File: src/rtl/data_uart_tx.sv
// data_uart_tx: prints each new 16-bit data_in value on a UART line as four uppercase ASCII
// hex digits followed by CR LF. Characters are 8N1, LSB first, each bit held
// Div = ClkFreq / Baud cycles.
// Optional feature: define DATA_UART_PARITY_EN to send 8E1 characters, with an even-parity
// bit between data bit 7 and the stop bit.
module data_uart_tx #(
  parameter int unsigned ClkFreq = 50_000_000,
  parameter int unsigned Baud    = 115200
) (
  input  logic        clk_i,
  input  logic        rst_i,
  input  logic [15:0] data_in_i,
  output logic        tx_o,
  output logic        busy_o
);

  localparam int unsigned Div  = ClkFreq / Baud;
  localparam int unsigned CntW = (Div > 1) ? $clog2(Div) : 1;
  localparam logic [CntW-1:0] CntMax = CntW'(Div - 1);

  typedef enum logic [2:0] {
    StIdle,
    StStart,
    StData,
`ifdef DATA_UART_PARITY_EN
    StParity,
`endif
    StStop
  } state_e;

  state_e          state_q, state_d;
  logic [15:0]     last_sent_q, last_sent_d;
  logic [15:0]     snap_q, snap_d;
  logic [2:0]      char_idx_q, char_idx_d;
  logic [2:0]      bit_idx_q, bit_idx_d;
  logic [CntW-1:0] baud_q, baud_d;
  logic            tx_q, tx_d;
  logic            busy_q, busy_d;
  logic            bit_end;
  logic [7:0]      cur_char;

  // Character idx of the frame for value v: four hex digits, then CR, then LF.
  function automatic logic [7:0] char_of(input logic [15:0] v, input logic [2:0] idx);
    logic [3:0] nib;
    logic [7:0] c;
    nib = 4'h0;
    case (idx)
      3'd0:    nib = v[15:12];
      3'd1:    nib = v[11:8];
      3'd2:    nib = v[7:4];
      3'd3:    nib = v[3:0];
      default: nib = 4'h0;
    endcase
    if (idx < 3'd4) begin
      c = (nib < 4'd10) ? (8'h30 + {4'h0, nib}) : (8'h37 + {4'h0, nib});
    end else if (idx == 3'd4) begin
      c = 8'h0D;
    end else begin
      c = 8'h0A;
    end
    return c;
  endfunction

  assign bit_end = (baud_q == CntMax);

  // Next-state logic; tx and busy are derived from the next state so they come straight off flops.
  always_comb begin
    state_d     = state_q;
    last_sent_d = last_sent_q;
    snap_d      = snap_q;
    char_idx_d  = char_idx_q;
    bit_idx_d   = bit_idx_q;
    baud_d      = '0;
    tx_d        = 1'b1;
    busy_d      = 1'b0;

    if (state_q != StIdle) begin
      baud_d = bit_end ? '0 : baud_q + CntW'(1);
    end

    unique case (state_q)
      StIdle: begin
        if (data_in_i != last_sent_q) begin
          snap_d      = data_in_i;
          last_sent_d = data_in_i;
          char_idx_d  = 3'd0;
          bit_idx_d   = 3'd0;
          state_d     = StStart;
        end
      end
      StStart: begin
        if (bit_end) begin
          bit_idx_d = 3'd0;
          state_d   = StData;
        end
      end
      StData: begin
        if (bit_end) begin
          if (bit_idx_q == 3'd7) begin
`ifdef DATA_UART_PARITY_EN
            state_d = StParity;
`else
            state_d = StStop;
`endif
          end else begin
            bit_idx_d = bit_idx_q + 3'd1;
          end
        end
      end
`ifdef DATA_UART_PARITY_EN
      StParity: begin
        if (bit_end) state_d = StStop;
      end
`endif
      StStop: begin
        if (bit_end) begin
          if (char_idx_q == 3'd5) begin
            state_d = StIdle;
          end else begin
            char_idx_d = char_idx_q + 3'd1;
            state_d    = StStart;
          end
        end
      end
      default: state_d = StIdle;
    endcase

    cur_char = char_of(snap_d, char_idx_d);
    case (state_d)
      StStart:  tx_d = 1'b0;
      StData:   tx_d = cur_char[bit_idx_d];
`ifdef DATA_UART_PARITY_EN
      StParity: tx_d = ^cur_char;
`endif
      default:  tx_d = 1'b1;
    endcase
    busy_d = (state_d != StIdle);
  end

  // State and output registers with synchronous reset.
  always_ff @(posedge clk_i) begin
    if (rst_i) begin
      state_q     <= StIdle;
      last_sent_q <= 16'h0000;
      snap_q      <= 16'h0000;
      char_idx_q  <= 3'd0;
      bit_idx_q   <= 3'd0;
      baud_q      <= '0;
      tx_q        <= 1'b1;
      busy_q      <= 1'b0;
    end else begin
      state_q     <= state_d;
      last_sent_q <= last_sent_d;
      snap_q      <= snap_d;
      char_idx_q  <= char_idx_d;
      bit_idx_q   <= bit_idx_d;
      baud_q      <= baud_d;
      tx_q        <= tx_d;
      busy_q      <= busy_d;
    end
  end

  assign tx_o   = tx_q;
  assign busy_o = busy_q;

endmodule
File: config.mk
export PLATFORM = sky130hd
export DESIGN_NAME = data_uart_tx
export DESIGN_NICKNAME = d
export VERILOG_FILES = /design/src/rtl/data_uart_tx.sv
export SDC_FILE = /design/constraint.sdc
export NUM_CORES = 1
export LEC_CHECK = 0
export BUFFER_PORTS_ARGS = -buffer_cell sky130_fd_sc_hd__buf_2
export CAP_MARGIN = 20
export CORE_AREA = 2 2 91 115
export CTS_CLUSTER_DIAMETER = 60
export DETAILED_ROUTE_END_ITERATION = 8
export DIE_AREA = 0 0 93 117
export MAX_ROUTING_LAYER = met4
export PLACE_DENSITY = 0.47
export SETUP_SLACK_MARGIN = 0.02
export SLEW_MARGIN = 20
export SYNTH_ARGS = -nofsm -noshare
export SYNTH_HDL_FRONTEND = slang
export SYNTH_SLANG_ARGS = --single-unit
File: constraint.sdc
create_clock -name clk_i -period 4.8 [get_ports clk_i]
set_clock_uncertainty 0.05 [all_clocks]
set_input_delay 0.96 -clock clk_i [delete_from_list [all_inputs] [get_ports clk_i]]
set_output_delay 0.96 -clock clk_i [all_outputs]
set_load 0.1 [all_outputs]
== Yosys cells after proc, flatten, opt, wreduce, memory -nomap -nowiden ==
Index checks and enable logic that the tools add are counted.

* $lt $le $gt $ge: 3
* Eq/ne operators: 13
* Add/sub/neg operators: 5
* Bitwise logic cells: 1
* Reductions and logical operators: 6
* Muxes and demuxes: 25

{| class="wikitable"
|+ Operators by type and width
! operator !! number
|-
| 2-to-1 mux 3 bit || 13
|-
| 2-to-1 mux 16 bit || 2
|-
| inequality test 16 bit || 1
|-
| one-hot mux 4 bit (4 select lines) || 1
|-
| equality test 3 x 2 -> 1 bit (second input constant) || 5
|-
| adder 6 x 4 -> 7 bit (first input constant) || 2
|-
| 2-to-1 mux 7 bit || 2
|-
| one-hot mux 3 bit (4 select lines) || 1
|-
| adder 9 x 1 -> 9 bit (second input constant) || 1
|-
| equality test 3 x 1 -> 1 bit (second input constant) || 3
|-
| equality test 3 bit (second input constant) || 3
|-
| equality test 9 bit (second input constant) || 1
|-
| one-hot mux 3 bit (3 select lines) || 1
|-
| adder 3 x 1 -> 3 bit (second input constant) || 2
|-
| zero test 3 bit || 2
|-
| one-hot mux 3 bit (2 select lines) || 1
|-
| nonzero test 3 bit || 2
|-
| less-than comparator 3 x 4 -> 1 bit (second input constant) || 1
|-
| less-than comparator 4 bit (second input constant) || 1
|-
| binary-select mux 1 bit (select 3 bit) || 1
|-
| less-than comparator 3 bit (second input constant) || 1
|-
| OR reduction 3 bit || 1
|-
| 2-to-1 mux 1 bit || 2
|-
| one-hot mux 1 bit (2 select lines) || 1
|-
| 2 further kinds || 2
|}

* Register bits: 52
* Bits of input ports: 18
* Logic and storage cells: 61
* Output and inout port bits: 2

== Logic depth before layout (Yosys ltp) ==
Gate-level depths: netlist (run 1).

* Depth in word-level cells: 12
* Gate-level depth with buffers: 15
* Mapped depth without buffers: 14

== Worst setup path before layout (run 1) ==
Ideal clock, no wire load.

* Path kind: input-to-reg
* Start point: input data_in_i[2]
* End point: register tx_q, in the netlist tx_o
* Path buffers: 1
* Arrival time: 3.222 ns
* Path slack: 1.454 ns
* Setup time: 0.074 ns
* Stages: 12
* Cell sequence: xor2_1 -> nor4_1 -> nand4_2 -> and2_1 -> buf_2 -> o31ai_4 -> nand2_1 -> ha_1 -> and2_4 -> o311ai_2 -> o311ai_1 -> a31oi_1

* Longest elaborated chain between the ends: 11
* Elaborated cells between the ends (all ways): 27
* Classes of those cells: 2 x add/sub; 2 x order compare; 7 x eq/ne; 15 x mux; 1 x reduce/logical

{| class="wikitable"
|+ RTL lines
! what !! line !! text
|-
| start: declaration || 12 || <nowiki>input logic [15:0] data_in_i,</nowiki>
|-
| inequality test 16 bit || 83 || <nowiki>if (data_in_i != last_sent_q) begin</nowiki>
|-
| 2-to-1 mux 3 bit || 83 ||
|-
| one-hot mux 3 bit (2 select lines) || 81 || <nowiki>unique case (state_q)</nowiki>
|-
| equality test 3 x 2 -> 1 bit, or another cell as far along || 47 || <nowiki>case (idx)</nowiki>
|-
| one-hot mux 4 bit (4 select lines) || 47 ||
|-
| adder 6 x 4 -> 7 bit / less-than comparator 4 bit (equally long branches) || 55 || <nowiki>c = (nib < 4'd10) ? (8'h30 + {4'h0, nib}) : (8'h37 + {4'h0, nib});</nowiki>
|-
| 2-to-1 mux 7 bit || 55 ||
|-
| 2-to-1 mux 7 bit || 54 || <nowiki>if (idx < 3'd4) begin</nowiki>
|-
| binary-select mux 1 bit (select 3 bit) || 131 || <nowiki>StData: tx_d = cur_char[bit_idx_d];</nowiki>
|-
| 2-to-1 mux 1 bit (implied by the code) || 131 ||
|-
| one-hot mux 1 bit (2 select lines) (*) || 129 || <nowiki>case (state_d)</nowiki>
|-
| end signal: assignment || 158 || <nowiki>tx_q <= tx_d;</nowiki>
|-
| end: declaration || 37 || <nowiki>logic tx_q, tx_d;</nowiki>
|}

Mark *: on every way between the ends. The rest lies on a longest branch, timed or not. The select of a mux whose other input is x is not followed.
A chain may end at the register's enable or synchronous reset.

== Worst setup path in the final report (run 1) ==
* Start point: register char_idx_q[1]
* End point: register tx_q, in the netlist tx_o

* Longest elaborated chain between the ends: 12
* Elaborated cells between the ends (all ways): 27
* Classes of those cells: 3 x add/sub; 2 x order compare; 7 x eq/ne; 14 x mux; 1 x reduce/logical

{| class="wikitable"
|+ RTL lines
! what !! line !! text
|-
| start: declaration || 34 || <nowiki>logic [2:0] char_idx_q, char_idx_d;</nowiki>
|-
| start signal: assignment || 155 || <nowiki>char_idx_q <= char_idx_d;</nowiki>
|-
| adder 3 x 1 -> 3 bit / equality test 3 bit (equally long branches) || 120, 117 ||
|-
| 2-to-1 mux 3 bit || 117 || <nowiki>if (char_idx_q == 3'd5) begin</nowiki>
|-
| 2-to-1 mux 3 bit || 116 || <nowiki>if (bit_end) begin</nowiki>
|-
| one-hot mux 3 bit (2 select lines) || 81 ||
|-
| equality test 3 x 2 -> 1 bit, or another cell as far along || 47 ||
|-
| one-hot mux 4 bit (4 select lines) || 47 ||
|-
| adder 6 x 4 -> 7 bit / less-than comparator 4 bit (equally long branches) || 55 ||
|-
| 2-to-1 mux 7 bit || 55 ||
|-
| 2-to-1 mux 7 bit || 54 ||
|-
| binary-select mux 1 bit (select 3 bit) || 131 ||
|-
| 2-to-1 mux 1 bit (implied by the code) || 131 ||
|-
| one-hot mux 1 bit (2 select lines) (*) || 129 ||
|}

Marked as above.

==> impl_metrics.ini, run 1 <==
[clock_tree]
post_cts_hold_buffer_count = 0
htreeDepth = 2
clk_pin_slew_ns = 0.07
clkLatencyLatePin_ns = 0.29
cts_buffer_depth = 2
cts_tree = built
root_buffer = clkbuf_16
cts_resized = 0
clkSinkCount = 52
postCtsSetupBuffers = 0
cts_buffers = 5

[synth]
syn_inst = 336
synthDistinctLibCells = 66
synth_nets = 360
netlist_area_sq_mm = 0.002892
ys.flop_type = dfxtp_1
ys_ff_latch = 52
async_flop_share = 0
synth_edf_count = 0
syn_avg_cell_area_sq_um = 8.606
seq_area_frac_synth = 0.3600
yosys_warnings = 0

[setup_path]
r2r_slack_ns = 1.08
cp_top_family = compound AO/OA/AOI/OAI gates
critPathCaptureType = flip-flop
path_max_fanout = 10
cp_data_arrival_time_ns = 3.89
criticalPathCategory = reg -> reg
r2r_start = char_idx_q[1]
critical-path-max-stage-delay_ns = 0.59
r2r_end = tx_o
path_buf_inv = 1
critPathSlowestCell = dfxtp_1
worstPathCellList = inv_1 -> ha_1 -> a21boi_0 -> nand4_1 -> mux2i_1 -> nand3_1 -> o31ai_4 -> nand2_1 -> ha_1 -> and2_4 -> o311ai_2 -> o311ai_1 -> a31oi_1
critPathRequiredTime_ns = 4.97
startpoint_type = flip-flop
ff2ff_path_depth = 13
cpMostUsedCell = ha_1

[power_and_ir_drop]
p_total_mw = 0.9430
p_per_area_mw_per_mm2 = 292.0
p_leak_nw = 1.253
peakVddDrop_uv = 199.4

[placed_design]
gp_congestion = 0.8010
hpwlAfterDp_um = 4976
numPortBuffers = 19

[min_path]
hold_class = reg -> reg
hp-start = snap_q[7]
min_path_cells = 2
min_to = snap_q[7]

[floorplanning]
initial_utilization = 0.2936
core_area_sq_mm = 0.009849
die_y_um = 117
die-area_sq_mm = 0.01088
num_io_pins = 20
fp.dieW_um = 93
rows = 41

[grt]
antenna_found_initial = 0
grt_pass1_vias = 2272
grt_overflow = 0
grt_pass1_wl_um = 11430
grt_max_degree = 42
grt.total_usage = 0.1369

[routing]
vias = 2368
drt-pass1-iter-count = 4
via_per_inst = 4.944
wl_um = 6900
ant_nets = 0
routedWlPerCell_um = 14.41
drc = 0
first_iter_violations = 92

[timing]
setup_tns_ns = 0
period_share = 0.7745
rsz0062_at_grt = false
slew_headroom = 0.4182
fmax_ghz = 0.2690
setup_viol = 0
hold_viol_final = 0
finalMaxSlewViolations = 0
worst_slew_pin_slew_ns = 0.8715
layout_min_cycle_time_ns = 3.718

[final_layout]
antenna_cells = 0
layout_commonest_cell = nand2_1
layout.nets = 373
regArea_sq_mm = 0.001041
multi_input_area_sq_mm = 0.001742
layout_common_cells = nand2_1 (60), dfxtp_1 (52), a21oi_1 (40)
drive_gt1_frac = 0.1514
synthToLayoutAreaGrowth_pct = 11.68
fillers = 1060

[flow_run]
max_cap_violations = 0

[status]
outcome = finished, final reports clean
-- routing by layer --
layer | vias up | part of all wire | GRT usage
li1 | 1221 | - | -
met1 | 1105 | 0.45 | 0.1618
met2 | 35 | 0.51 | 0.2415
met3 | 7 | 0.024 | 0.02113
met4 | 0 | 0.014 | 0.04020
met5 | - | 0 | -
-- flip-flops by register name (all words and copies together) (netlist names) --
register	count
bit_idx_q	3
snap_q	16
last_sent_q	16
tx_o	1
state_q	3
baud_q	9
char_idx_q	3
busy_o	1
-- cells in the mapped netlist (6+ instances only) --
| cell | instances | area share |
|---|---|---|
| nor3b_1 | 6 | 0.016 |
| ha_1 | 6 | 0.026 |
| dfxtp_1 | 52 | 0.36 |
| clkbuf_1 | 10 | 0.013 |
| nand4_1 | 7 | 0.015 |
| nor2_1 | 22 | 0.029 |
| nor4_1 | 6 | 0.013 |
| o21ai_0 | 7 | 0.012 |
| xor2_1 | 23 | 0.070 |
| nor3_1 | 7 | 0.012 |
| nand3_1 | 10 | 0.017 |
| a21oi_1 | 40 | 0.069 |
| nand2_1 | 60 | 0.078 |
-- worst min-delay path, stage by stage (launching register included) --
cell and delay (ns):
dfxtp_1 0.31, nand2_1 0.05, a21oi_1 0.05
-- per-stage QoR --
stage	util	hold slack, ns	std cells	cell area (sq um)	worst slack (ns)
floorplan	-	0.3865	336	2892	1.454
global placement	0.3131	0.3997	471	3084	0.8771
detailed placement	0.3131	0.4012	471	3084	0.8114
CTS	0.3279	0.4117	479	3229	1.039
global route	0.3279	0.4254	479	3229	0.7640
finish	0.3279	0.4080	479	3229	1.082
-- logic make-up after synthesis --
group | after synthesis | synth area share
and+or+nand+nor | 150 | 0.2813
DFF | 52 | 0.3600
xor gates and xnor gates | 26 | 0.07875
buffers and inverters | 21 | 0.03764
other | 1 | 0.001297
AOI/OAI and AO/OA | 70 | 0.1610
adders and majority gates | 6 | 0.02596
muxes | 10 | 0.05409
-- power breakdown --
part	total, mW	internal [mW]	switching [mW]
Sequential	0.467	0.451	0.0161
Combinational	0.117	0.0445	0.0725
Clock	0.359	0.195	0.164
Total	0.943	0.690	0.253
-- worst max path at each step --
| stage | from | to | slack (ns) | cells past startpoint |
|---|---|---|---|---|
| 2_1_floorplan | data_in_i[2] | tx_o | 1.45 | 12 |
| 3_3_place_gp | data_in_i[14] | tx_o | 0.88 | 12 |
| 3_5_place_dp | data_in_i[2] | tx_o | 0.81 | 12 |
| 4_1_cts | char_idx_q[1] | tx_o | 1.04 | 13 |
| 5_1_grt | char_idx_q[1] | tx_o | 0.76 | 13 |
| 6_report | char_idx_q[1] | tx_o | 1.08 | 13 |
-- cell type report --
type | count | area share
Timing Repair Buffer | 23 | 0.03874
Sequential cell | 52 | 0.3224
Inverter | 4 | 0.004649
Clock buffer | 6 | 0.03991
Multi-Input combinational cell | 263 | 0.5393
Tap cell | 129 | 0.04998
Clock inverter | 2 | 0.005037
(Power assumes the default switching activity.)
==> run 2: changes to the inputs <==
==> constraint.sdc (replaced) <==
create_clock -name clk_i -period 3.76 [get_ports clk_i]
set_clock_uncertainty 0.05 [all_clocks]
set_input_delay 0.752 -clock clk_i [delete_from_list [all_inputs] [get_ports clk_i]]
set_output_delay 0.752 -clock clk_i [all_outputs]
set_load 0.1 [all_outputs]
==> run 2 against run 1 <==
Sequential share of layout area fell by 0.44 points. Global-route usage up 0.38 points. Register-to-register slack got worse by 0.39 ns. Combinational power is 30% higher. Via count is 2.4% higher. Clock power is 24% higher. Non-clock buffer count up 7. Worst setup slack worse by 0.44 ns. Critical path depth down 2. Critical endpoint unchanged. Largest cell class unchanged. Largest power group unchanged.
==> impl_metrics.ini, run 2 (synthesized netlist as in run 1, its figures left out) <==
[status]
outcome = finished, final reports clean

[min_path]
min_path_cells = 2
hold_class = reg -> reg
min_to = last_sent_q[10]
hp-start = last_sent_q[10]

[final_layout]
synthToLayoutAreaGrowth_pct = 13.24
layout_common_cells = nand2_1 (60), dfxtp_1 (52), a21oi_1 (40)
drive_gt1_frac = 0.1685
fin_area_sq_mm = 0.003274
final_core_util = 0.3324
layout.nets = 380
fillers = 1061
antenna_cells = 0
largest_registers = last_sent_q: 16 flops, snap_q: 16 flops, baud_q: 9 flops
layout_commonest_cell = nand2_1

[clock_tree]
cts_tree = built
cts_resized = 0
cts_buffer_depth = 2
clkSinkCount = 52
clkLatencyLatePin_ns = 0.30
root_buffer = clkbuf_16
post_cts_hold_buffer_count = 0
postCtsSetupBuffers = 0
cts_buffers = 5
htreeDepth = 2
clk_pin_slew_ns = 0.07

[grt]
grt_pass1_vias = 2424
grt_util_met3 = 0.02433
grt_util_met2 = 0.2449
antenna_found_initial = 0
busiest_layer = met2
grt.total_usage = 0.1407
grt_pass1_wl_um = 11870
grt_overflow = 0
grt_max_degree = 42
use_met1 = 0.1623

[routing]
routedWlPerCell_um = 14.14
via_per_inst = 5.002
first_iter_violations = 98
ant_nets = 0
drc = 0
drt-pass1-iter-count = 4
vias = 2426
wl_um = 6858

[timing]
setup_tns_ns = 0
rsz0062_at_grt = false
hold_viol_final = 0
worst_slew_pin_slew_ns = 0.8006
setup_viol = 0
setup_ws_ns = 0.6450
period_share = 0.8285
layout_min_cycle_time_ns = 3.115
fmax_ghz = 0.3210
finalMaxSlewViolations = 0
slew_headroom = 0.4662

[setup_path]
critPathCaptureType = flip-flop
cp-startpoint = data_in_i[15]
critPathSlowestCell = or4_1
r2r_slack_ns = 0.69
r2r_start = baud_q[0]
r2r_end = tx_o
critPathRequiredTime_ns = 3.88
criticalPathCategory = in -> reg
cp_data_arrival_time_ns = 3.24
worstPathCellList = buf_2 -> xor2_1 -> nor4_1 -> nand4_2 -> and2_1 -> buf_4 -> or4_1 -> nand4bb_1 -> o311ai_2 -> o311ai_1 -> a31oi_1
startpoint_type = input port
critical-path-max-stage-delay_ns = 0.54
ff2ff_path_depth = 12
path_max_fanout = 16

[placed_design]
hpwlAfterDp_um = 5016
pre_cts_ws_ns = 0.3125
gp_congestion = 0.8603
place_area_sq_mm = 0.003137
numPortBuffers = 19

[floorplanning]
die-area_sq_mm = 0.01088
num_io_pins = 20
rows = 41
die_y_um = 117
initial_utilization = 0.2936
fp.dieW_um = 93
core_area_sq_mm = 0.009849

[power_and_ir_drop]
p_leak_nw = 1.287
peakVddDrop_uv = 306.7
p_per_area_mw_per_mm2 = 364.9

[flow_run]
max_cap_violations = 0
[run 2: cell count changes in the layout (fill, tap and decap cells not counted)]
cell,delta
buf_4,+7
clkinv_4,-1
clkbuf_1,-1
clkinv_2,+1
[run 2: area by class of cell]
class / count / area, sq um / share of cell area
multi-input combinational: 263 / 1742 / 0.5319
clock inverter: 2 / 12.51 / 0.003821
clock buffer: 5 / 125.1 / 0.03821
tap: 129 / 161.4 / 0.04929
inverter: 4 / 15.01 / 0.004585
sequential: 52 / 1041 / 0.3179
timing repair buffer: 30 / 177.7 / 0.05426
[run 2: per-layer routing]
layer  vias up  part of all wire
met5         -                 0
li1       1233                 -
met2        44              0.49
met1      1139              0.45
met3        10             0.034
met4         0             0.024
[run 2: critical path, delay by kind of cell]
| kind | cells | cell delay, ns |
|---|---|---|
| compound gates | 3 | 0.32 |
| simple gates | 5 | 1.64 |
| xor+xnor | 1 | 0.15 |
| buf+inv | 2 | 0.38 |
[run 2: worst max path at each step]
| stage | to | slack, ns |
|---|---|---|
| 6_report | tx_o | 0.64 |
| 3_3_place_gp | tx_o | 0.31 |
| 2_1_floorplan | tx_o | 0.59 |
| 4_1_cts | tx_o | 0.60 |
| 3_5_place_dp | tx_o | 0.31 |
| 5_1_grt | tx_o | 0.32 |
[run 2: report_power, final]
group | total (mW) | internal, mW | leakage (nW) | switching [mW]
Combinational | 0.152 | 0.0596 | 0.795 | 0.0924
Sequential | 0.598 | 0.576 | 0.426 | 0.0214
Clock | 0.445 | 0.242 | 0.0657 | 0.203
[run 2: per-stage QoR]
stage	hold slack, ns	instances	power [mW]
floorplan	0.3865	336	0.7156
global placement	0.4044	478	0.7627
detailed placement	0.4092	478	0.7637
CTS	0.4188	485	1.216
global route	0.4388	485	1.250
finish	0.4159	485	1.195
